[src/rtl/uart_pkg.sv]
// uart_pkg: shared UART FSM states, constants and parity helper.
// PARITY states exist only when UART_PARITY_EN is defined.
package uart_pkg;
  localparam int OVERSAMPLE  = 16;
  localparam int START_TICKS = 7;

  typedef enum logic [2:0] {
    RX_IDLE,
    RX_START,
    RX_DATA,
`ifdef UART_PARITY_EN
    RX_PARITY,
`endif
    RX_STOP
  } rx_state_t;

  typedef enum logic [2:0] {
    TX_IDLE,
    TX_START,
    TX_DATA,
`ifdef UART_PARITY_EN
    TX_PARITY,
`endif
    TX_STOP
  } tx_state_t;

  // Parity bit that makes the frame even (odd=0) or odd (odd=1).
  function automatic logic par_bit(input logic [7:0] d,
                                   input logic       odd);
    return (^d) ^ odd;
  endfunction
endpackage

[src/rtl/uart_fifo.sv]
// uart_fifo: first-word-fall-through FIFO with occupancy output.
// A write into a full FIFO succeeds only alongside a read.
module uart_fifo #(
  parameter int B = 8,
  parameter int W = 2
) (
  input  logic         clk,
  input  logic         rst,
  input  logic         i_wr,
  input  logic         i_rd,
  input  logic [B-1:0] i_wdata,
  output logic [B-1:0] o_rdata,
  output logic         o_empty,
  output logic         o_full,
  output logic [W:0]   o_level
);
  logic [B-1:0] r_mem [2**W];
  logic [W:0]   r_wp;
  logic [W:0]   r_rp;
  logic         w_do_rd;
  logic         w_do_wr;

  assign o_level = r_wp - r_rp;
  assign o_empty = (r_wp == r_rp);
  assign o_full  = o_level[W];
  assign w_do_rd = i_rd && !o_empty;
  assign w_do_wr = i_wr && (!o_full || w_do_rd);
  assign o_rdata = o_empty ? '0 : r_mem[r_rp[W-1:0]];

  // Read/write pointers
  always_ff @(posedge clk or posedge rst) begin
    if (rst) begin
      r_wp <= '0;
      r_rp <= '0;
    end else begin
      if (w_do_wr) r_wp <= r_wp + (W+1)'(1);
      if (w_do_rd) r_rp <= r_rp + (W+1)'(1);
    end
  end

  // Storage array, contents are don't-care while empty
  always_ff @(posedge clk) begin
    if (w_do_wr) r_mem[r_wp[W-1:0]] <= i_wdata;
  end
endmodule

[src/rtl/uart_ctrl.sv]
// uart_ctrl: 16x oversampled UART with TX/RX FIFOs and sticky errors.
// Define UART_PARITY_EN to build in the parity bit and parity_err.
module uart_ctrl
  import uart_pkg::*;
#(
  parameter int DBIT    = 8,
  parameter int FIFO_AW = 2,
  parameter int DIV_W   = 11
) (
  input  logic             clk,
  input  logic             rst,
  input  logic [DIV_W-1:0] divisor,
  input  logic             par_en,
  input  logic             par_odd,
  input  logic             stop2,
  input  logic             tx_en,
  input  logic             rx,
  input  logic             w_uart,
  input  logic [7:0]       w_data,
  input  logic             r_uart,
  input  logic             err_clr,
  output logic             tx,
  output logic [7:0]       r_data,
  output logic             rx_empty,
  output logic             tx_full,
  output logic [FIFO_AW:0] rx_level,
  output logic [FIFO_AW:0] tx_level,
  output logic             tx_busy,
  output logic             frame_err,
  output logic             parity_err,
  output logic             overrun_err
);
  localparam logic [4:0] T_LAST  = 5'(OVERSAMPLE - 1);
  localparam logic [4:0] T_LAST2 = 5'(2 * OVERSAMPLE - 1);
  localparam logic [3:0] R_LAST  = 4'(OVERSAMPLE - 1);
  localparam logic [3:0] R_SMP   = 4'(START_TICKS - 1);
  localparam logic [2:0] B_LAST  = 3'(DBIT - 1);

  logic [DIV_W-1:0] r_bcnt;
  logic             w_tick;
  logic [1:0]       r_rx_s;
  logic             w_rxd;

  tx_state_t        r_tx_st, w_tx_nst;
  logic [4:0]       r_tx_tc, w_tx_ntc;
  logic [2:0]       r_tx_bc, w_tx_nbc;
  logic [DBIT-1:0]  r_tx_sh, w_tx_nsh;
  logic             r_tx_s2;
  logic             w_tx_load, w_tx_go, w_tx_o;
  logic [DBIT-1:0]  w_tx_head;
  logic             w_tx_empty;

  rx_state_t        r_rx_st, w_rx_nst;
  logic [3:0]       r_rx_tc, w_rx_ntc;
  logic [2:0]       r_rx_bc, w_rx_nbc;
  logic [DBIT-1:0]  r_rx_sh, w_rx_nsh;
  logic             w_rx_wr, w_ferr, w_ovr;
  logic [DBIT-1:0]  w_rx_head;
  logic             w_rx_full;

`ifdef UART_PARITY_EN
  logic r_tx_pen, r_tx_pb;
  logic r_rx_pen, r_rx_odd, r_rx_pb, w_rx_npb;
  logic w_perr, r_perr;
  assign parity_err = r_perr;
`else
  logic w_unused;
  assign w_unused   = ^{par_en, par_odd};
  assign parity_err = 1'b0;
`endif

  assign w_tick  = (r_bcnt >= divisor);
  assign w_rxd   = r_rx_s[1];
  assign w_tx_go = tx_en && !w_tx_empty;
  assign tx      = w_tx_o;
  assign tx_busy = (r_tx_st != TX_IDLE);
  assign r_data  = 8'(w_rx_head);
  assign w_ovr   = w_rx_wr && w_rx_full && !r_uart;

  // Oversample tick generator, wraps at (or above) divisor
  always_ff @(posedge clk or posedge rst) begin
    if (rst) r_bcnt <= '0;
    else     r_bcnt <= w_tick ? '0 : r_bcnt + DIV_W'(1);
  end

  // Two-flop synchroniser for the asynchronous rx line
  always_ff @(posedge clk or posedge rst) begin
    if (rst) r_rx_s <= 2'b11;
    else     r_rx_s <= {r_rx_s[0], rx};
  end

  uart_fifo #(.B(DBIT), .W(FIFO_AW)) u_txf (
    .clk     (clk),
    .rst     (rst),
    .i_wr    (w_uart),
    .i_rd    (w_tx_load),
    .i_wdata (w_data[DBIT-1:0]),
    .o_rdata (w_tx_head),
    .o_empty (w_tx_empty),
    .o_full  (tx_full),
    .o_level (tx_level)
  );

  uart_fifo #(.B(DBIT), .W(FIFO_AW)) u_rxf (
    .clk     (clk),
    .rst     (rst),
    .i_wr    (w_rx_wr),
    .i_rd    (r_uart),
    .i_wdata (r_rx_sh),
    .o_rdata (w_rx_head),
    .o_empty (rx_empty),
    .o_full  (w_rx_full),
    .o_level (rx_level)
  );

  // TX next state; frames start tick-aligned so every bit is 16 ticks
  always_comb begin
    w_tx_nst  = r_tx_st;
    w_tx_ntc  = r_tx_tc;
    w_tx_nbc  = r_tx_bc;
    w_tx_nsh  = r_tx_sh;
    w_tx_load = 1'b0;
    w_tx_o    = 1'b1;
    unique case (r_tx_st)
      TX_IDLE: if (w_tick && w_tx_go) w_tx_load = 1'b1;
      TX_START: begin
        w_tx_o = 1'b0;
        if (w_tick) begin
          if (r_tx_tc == T_LAST) begin
            w_tx_nst = TX_DATA;
            w_tx_ntc = '0;
            w_tx_nbc = '0;
          end else w_tx_ntc = r_tx_tc + 5'd1;
        end
      end
      TX_DATA: begin
        w_tx_o = r_tx_sh[0];
        if (w_tick) begin
          if (r_tx_tc == T_LAST) begin
            w_tx_ntc = '0;
            w_tx_nsh = r_tx_sh >> 1;
            if (r_tx_bc == B_LAST) begin
`ifdef UART_PARITY_EN
              w_tx_nst = r_tx_pen ? TX_PARITY : TX_STOP;
`else
              w_tx_nst = TX_STOP;
`endif
            end else w_tx_nbc = r_tx_bc + 3'd1;
          end else w_tx_ntc = r_tx_tc + 5'd1;
        end
      end
`ifdef UART_PARITY_EN
      TX_PARITY: begin
        w_tx_o = r_tx_pb;
        if (w_tick) begin
          if (r_tx_tc == T_LAST) begin
            w_tx_nst = TX_STOP;
            w_tx_ntc = '0;
          end else w_tx_ntc = r_tx_tc + 5'd1;
        end
      end
`endif
      TX_STOP: begin
        if (w_tick) begin
          if (r_tx_tc == (r_tx_s2 ? T_LAST2 : T_LAST)) begin
            if (w_tx_go) w_tx_load = 1'b1;
            else         w_tx_nst  = TX_IDLE;
          end else w_tx_ntc = r_tx_tc + 5'd1;
        end
      end
      default: ;
    endcase
    if (w_tx_load) begin
      w_tx_nst = TX_START;
      w_tx_ntc = '0;
      w_tx_nsh = w_tx_head;
    end
  end

  // TX state register; frame options latched as the byte is popped
  always_ff @(posedge clk or posedge rst) begin
    if (rst) begin
      r_tx_st <= TX_IDLE;
      r_tx_tc <= '0;
      r_tx_bc <= '0;
      r_tx_sh <= '0;
      r_tx_s2 <= 1'b0;
`ifdef UART_PARITY_EN
      r_tx_pen <= 1'b0;
      r_tx_pb  <= 1'b0;
`endif
    end else begin
      r_tx_st <= w_tx_nst;
      r_tx_tc <= w_tx_ntc;
      r_tx_bc <= w_tx_nbc;
      r_tx_sh <= w_tx_nsh;
      if (w_tx_load) begin
        r_tx_s2 <= stop2;
`ifdef UART_PARITY_EN
        r_tx_pen <= par_en;
        r_tx_pb  <= par_bit(8'(w_tx_head), par_odd);
`endif
      end
    end
  end

  // RX next state; start bit re-checked to reject glitches
  always_comb begin
    w_rx_nst = r_rx_st;
    w_rx_ntc = r_rx_tc;
    w_rx_nbc = r_rx_bc;
    w_rx_nsh = r_rx_sh;
    w_rx_wr  = 1'b0;
    w_ferr   = 1'b0;
`ifdef UART_PARITY_EN
    w_rx_npb = r_rx_pb;
    w_perr   = 1'b0;
`endif
    unique case (r_rx_st)
      RX_IDLE: begin
        if (!w_rxd) begin
          w_rx_nst = RX_START;
          w_rx_ntc = '0;
        end
      end
      RX_START: begin
        if (w_tick) begin
          if (r_rx_tc == R_SMP) begin
            w_rx_nst = w_rxd ? RX_IDLE : RX_DATA;
            w_rx_ntc = '0;
            w_rx_nbc = '0;
          end else w_rx_ntc = r_rx_tc + 4'd1;
        end
      end
      RX_DATA: begin
        if (w_tick) begin
          if (r_rx_tc == R_LAST) begin
            w_rx_ntc = '0;
            w_rx_nsh = {w_rxd, r_rx_sh[DBIT-1:1]};
            if (r_rx_bc == B_LAST) begin
`ifdef UART_PARITY_EN
              w_rx_nst = r_rx_pen ? RX_PARITY : RX_STOP;
`else
              w_rx_nst = RX_STOP;
`endif
            end else w_rx_nbc = r_rx_bc + 3'd1;
          end else w_rx_ntc = r_rx_tc + 4'd1;
        end
      end
`ifdef UART_PARITY_EN
      RX_PARITY: begin
        if (w_tick) begin
          if (r_rx_tc == R_LAST) begin
            w_rx_ntc = '0;
            w_rx_npb = w_rxd;
            w_rx_nst = RX_STOP;
          end else w_rx_ntc = r_rx_tc + 4'd1;
        end
      end
`endif
      RX_STOP: begin
        if (w_tick) begin
          if (r_rx_tc == R_LAST) begin
            w_rx_wr  = 1'b1;
            w_ferr   = !w_rxd;
`ifdef UART_PARITY_EN
            w_perr   = r_rx_pen &&
              (r_rx_pb != par_bit(8'(r_rx_sh), r_rx_odd));
`endif
            w_rx_nst = RX_IDLE;
          end else w_rx_ntc = r_rx_tc + 4'd1;
        end
      end
      default: ;
    endcase
  end

  // RX state register; parity options follow the line while idle
  always_ff @(posedge clk or posedge rst) begin
    if (rst) begin
      r_rx_st <= RX_IDLE;
      r_rx_tc <= '0;
      r_rx_bc <= '0;
      r_rx_sh <= '0;
`ifdef UART_PARITY_EN
      r_rx_pen <= 1'b0;
      r_rx_odd <= 1'b0;
      r_rx_pb  <= 1'b0;
`endif
    end else begin
      r_rx_st <= w_rx_nst;
      r_rx_tc <= w_rx_ntc;
      r_rx_bc <= w_rx_nbc;
      r_rx_sh <= w_rx_nsh;
`ifdef UART_PARITY_EN
      r_rx_pb <= w_rx_npb;
      if (r_rx_st == RX_IDLE) begin
        r_rx_pen <= par_en;
        r_rx_odd <= par_odd;
      end
`endif
    end
  end

  // Sticky error flags; a new error beats a clear
  always_ff @(posedge clk or posedge rst) begin
    if (rst) begin
      frame_err   <= 1'b0;
      overrun_err <= 1'b0;
`ifdef UART_PARITY_EN
      r_perr      <= 1'b0;
`endif
    end else begin
      if (w_ferr)       frame_err <= 1'b1;
      else if (err_clr) frame_err <= 1'b0;
      if (w_ovr)        overrun_err <= 1'b1;
      else if (err_clr) overrun_err <= 1'b0;
`ifdef UART_PARITY_EN
      if (w_perr)       r_perr <= 1'b1;
      else if (err_clr) r_perr <= 1'b0;
`endif
    end
  end
endmodule

[config.mk]
export PLATFORM = sky130hd
export DESIGN_NAME = uart_ctrl
export DESIGN_NICKNAME = d
export VERILOG_FILES = /design/src/rtl/uart_pkg.sv /design/src/rtl/uart_fifo.sv /design/src/rtl/uart_ctrl.sv
export SDC_FILE = /design/constraint.sdc
export NUM_CORES = 1
export LEC_CHECK = 0
export ABC_AREA = 1
export ABC_CLOCK_PERIOD_IN_PS = 2400
export CAP_MARGIN = 20
export CORE_ASPECT_RATIO = 0.8
export CORE_MARGIN = 2
export CORE_UTILIZATION = 49
export CTS_CLUSTER_SIZE = 25
export DETAILED_ROUTE_END_ITERATION = 10
export DONT_BUFFER_PORTS = 1
export HOLD_SLACK_MARGIN = 0.02
export PLACE_DENSITY = 0.74
export SKIP_LAST_GASP = 1
export SYNTH_ARGS = -nofsm -noshare
export SYNTH_HDL_FRONTEND = slang
export SYNTH_SLANG_ARGS = --single-unit
[constraint.sdc]
create_clock -name clk -period 2.4 [get_ports clk]
set_input_delay 0.36 -clock clk [delete_from_list [all_inputs] [get_ports clk]]
set_output_delay 0.36 -clock clk [all_outputs]
set_load 0.05 [all_outputs]
==> run metrics <==
run status finished, final reports clean; DR WL/cell between 10 and 15 um; Mean Syn Cell Area 9.36 um^2; clk slew on worst S/H paths 0.06 ns; drt pass-1 iters 8; post-synthesis sequential area ratio 0.548; mapped cell area 6380 um^2; most area-consuming cells after synthesis edfxtp_1, dfrtp_1, ha_1; Slowest-stage cell, CP fa_1; Final Hold Violating Endpoints 0; Core ar. approximately 13000 um^2; CP bufs+invs 2; max_cap viols 0; critical path's top delay family adder cells; Yosys reg bits 127; min-delay src w_data[3]; initial DRC count 280; CP Capture Type primary output; Netlist cell types 38; CP arrival around 2.0 ns; routability cong. 0.824; Int Pwr ~5700 uW; I/O pin count 50; Nets 800; Slew headroom 0.576; Slew Viols, Final 0; Final ANT Viol Nets 0; reg2reg setup slack around 0.18 ns; first-pass GRT wire length approximately 23000 um; final hold slack 0.0417 ns; Die ar. around 14000 um^2; Period Utilization, post-route 0.967; placed cell count 876; CTS Buf Count 17; Startpoint Class flip-flop; WP data required 2.04 ns; initial antenna violation count 0; dpl hpwl roughly 9000 um; worst-case reg-to-reg path depth 11; crit path launch u_txf.r_wp[0]$_DFFE_PP0P_; clk root buf clkbuf_16; detailed-route via count around 4700; clock buffer depth 2; H-tree depth 4; Comb power frac 0.451; n_diodes 0; Ys Warns 0; port bufs 0; Die W 132 um; Net Sw Frac 0.415; Achievable Freq 0.431 GHz; pwr dens ~1300 nW/um^2; share of cells above drive strength 1 0.140; vias per cell 5.14; final cell count without fillers around 900; Multi-input gate area around 2600 um^2; # fillers between 1000 and 1500; total gr overflow 0; CP max stage delay around 0.40 ns; Clk pwr share 0.253; vias in the first global route 4948; net count after synthesis about 760; Die H between 100 and 150 um; crit-path cells inv_1 > ha_1 > fa_1 > xor2_2 > buf_12; pin count of the biggest net entering global routing 31; Synth top area share 0.301; Reg2Reg Launch Point u_txf.r_wp[0]$_DFFE_PP0P_; Slew @ Worst Pin 0.635 ns; Hold Crit Class primary input to flip-flop; NetSw 4070 uW; CP Class flip-flop to primary output; Final Setup Violations 0; Syn-to-layout area delta 19.7%; Worst-Skew Late Latency about 0.41 ns; Clock Sink Count 127; worst hold path depth 0; Seq. cell area 3500 um^2; LEAKAGE ~0.0034 uW; Period minus WS final 2.32 ns; CTS tree done; peak supply drop 1.75 mV; Site Rows 37; Total Routing Usage GR 0.202; area leader, netlist edfxtp_1; final WL 12900 um; DRC Markers 0; initial core utilization 0.500; Clock Skew 0.0100 ns; Crit. path cell count 5; Synth Instances between 600 and 700; Seq pwr share 0.296; critical path fanouts, max 4
[power by group through the flow]
stage / Clock, uW / Combinational (uW) / Sequential (uW)
after floorplan: 0 / 3040 / 2890
after global placement: 0 / 4060 / 2920
after detailed placement: 0 / 4210 / 2940
after CTS: 2510 / 4290 / 2900
after global routing: 2600 / 4850 / 2950
final: 2480 / 4430 / 2900
[area by class of cell]
| class | instances | share of cell area |
|---|---|---|
| repair buffers | 37 | 0.0534 |
| flip-flops and latches | 127 | 0.458 |
| multi-input cells | 461 | 0.344 |
| repair inverters | 1 | 0.000655 |
| clock buffers | 19 | 0.0567 |
| well taps | 175 | 0.0287 |
| clock inverters | 13 | 0.0182 |
| inverters | 80 | 0.0405 |
[layer usage]
layer	track usage	vias to the layer above	wire length (um)
met5	0	-	0
met4	0.0745	0	193
met3	0.0525	19	678
met2	0.355	105	6460
met1	0.241	2236	5600
li1	-	2331	-
[path summary, 6_finish.rpt]
path,end
min,u_txf.r_mem[1][3]$_DFFE_PP_
max reg2reg,u_txf.r_mem[0][4]$_DFFE_PP_
min in group asynchronous,r_rx_sh[4]$_DFFE_PP0P_
max,tx_full
min reg2reg,r_rx_s[1]$_DFF_PP1_
max in group asynchronous,r_rx_tc[0]$_DFFE_PP0P_
[Yosys cell counts]
master      n
o21ai_0    54
dfstp_2     2
clkbuf_1    6
nand4_1     8
o22ai_1     9
nand2_2     2
fa_1        2
a211oi_1    3
buf_1       1
nor2_1    100
clkinv_1    2
o21ai_2     1
nand3b_1    2
buf_2       2
o21bai_1    1
nand2_4     2
buf_4       3
nor3_1      2
nor3b_1     1
buf_6       2
dfrtp_1    61
conb_1      1
edfxtp_1   64
nor2_2      2
nand3_2     2
o21ai_1     6
a21oi_1    23
nand4_2     1
inv_2       2
o21a_1      2
ha_1       44
a21oi_4     1
inv_1      76
xor2_1      9
or2_2       1
xnor2_1     2
nand3_1    39
nand2_1   141
[registers in the layout, indices dropped and copies added (netlist names), named ones only]
name / flops
r_rx_st: 1
u_txf.r_wp: 3
r_rx_s: 2
r_tx_s2: 1
r_tx_tc: 5
r_tx_st: 2
r_tx_sh: 8
u_txf.r_rp: 3
u_rxf.r_rp: 3
frame_err: 1
r_bcnt: 11
r_rx_sh: 8
r_rx_bc: 3
u_rxf.r_wp: 3
u_txf.r_mem: 32
overrun_err: 1
u_rxf.r_mem: 32
r_rx_tc: 4
r_tx_bc: 3
[cells in the final DEF (no fill, tap or decap), drive strengths merged, types with 2 or more instances in the layout]
cell	Yosys	final
nand2	145	145
nor2	102	102
inv	78	79
edfxtp	64	64
dfrtp	61	61
o21ai	61	61
ha	44	44
nand3	41	41
buf	8	35
a21oi	24	24
clkbuf	6	19
clkinv	2	11
o22ai	9	9
xor2	9	9
nand4	9	9
a211oi	3	3
nand3b	2	2
clkinvlp	0	2
o21a	2	2
nor3	2	2
xnor2	2	2
fa	2	2
bufinv	0	2
dlygate4sd3	0	2
dfstp	2	2
[logic make-up after synthesis]
| logic type | share of synthesized area |
|---|---|
| AND/OR/NAND/NOR | 0.199 |
| flip-flops | 0.548 |
| other | 0.000587 |
| XOR/XNOR | 0.0151 |
| AO/OA/AOI/OAI | 0.0849 |
| buffers and inverters | 0.0598 |
| adder cells (fa/ha/maj) | 0.0925 |
[worst register-to-register path: stages, from the launching register on]
cell and delay (ns):
dfrtp_1 0.41, inv_1 0.13, ha_1 0.26, nand2_1 0.07, nand3b_1 0.16, nand3_1 0.15, a21oi_4 0.18, nand2_4 0.07
nand2_2 0.11, nand2_4 0.10, nor2_2 0.09, buf_4 0.18
[through the flow]
stage / area [um^2] / setup TNS [ns] / setup slack, ns / power, uW / utilization
floorplan: 6500 / -1.15 / -0.0348 / 5930 / -
detailed placement: 6980 / 0 / 0.126 / 7150 / 0.546
global route: 7640 / -0.00434 / -0.00250 / 10400 / 0.598
CTS: 7590 / -0.0475 / -0.0238 / 9700 / 0.594
global placement: 6980 / 0 / 0.234 / 6980 / 0.546
finish: 7640 / 0 / 0.0791 / 9810 / 0.598
[what timing repair did]
action,CTS,global route
endpoints found under the hold margin,27,0
buffers inserted,0,2
hold buffers,2,0
resized for setup,3,22
setup endpoints to repair,10,76
pin swaps,0,1
gates cloned,1,0
Power figures use the tool's default switching activity.
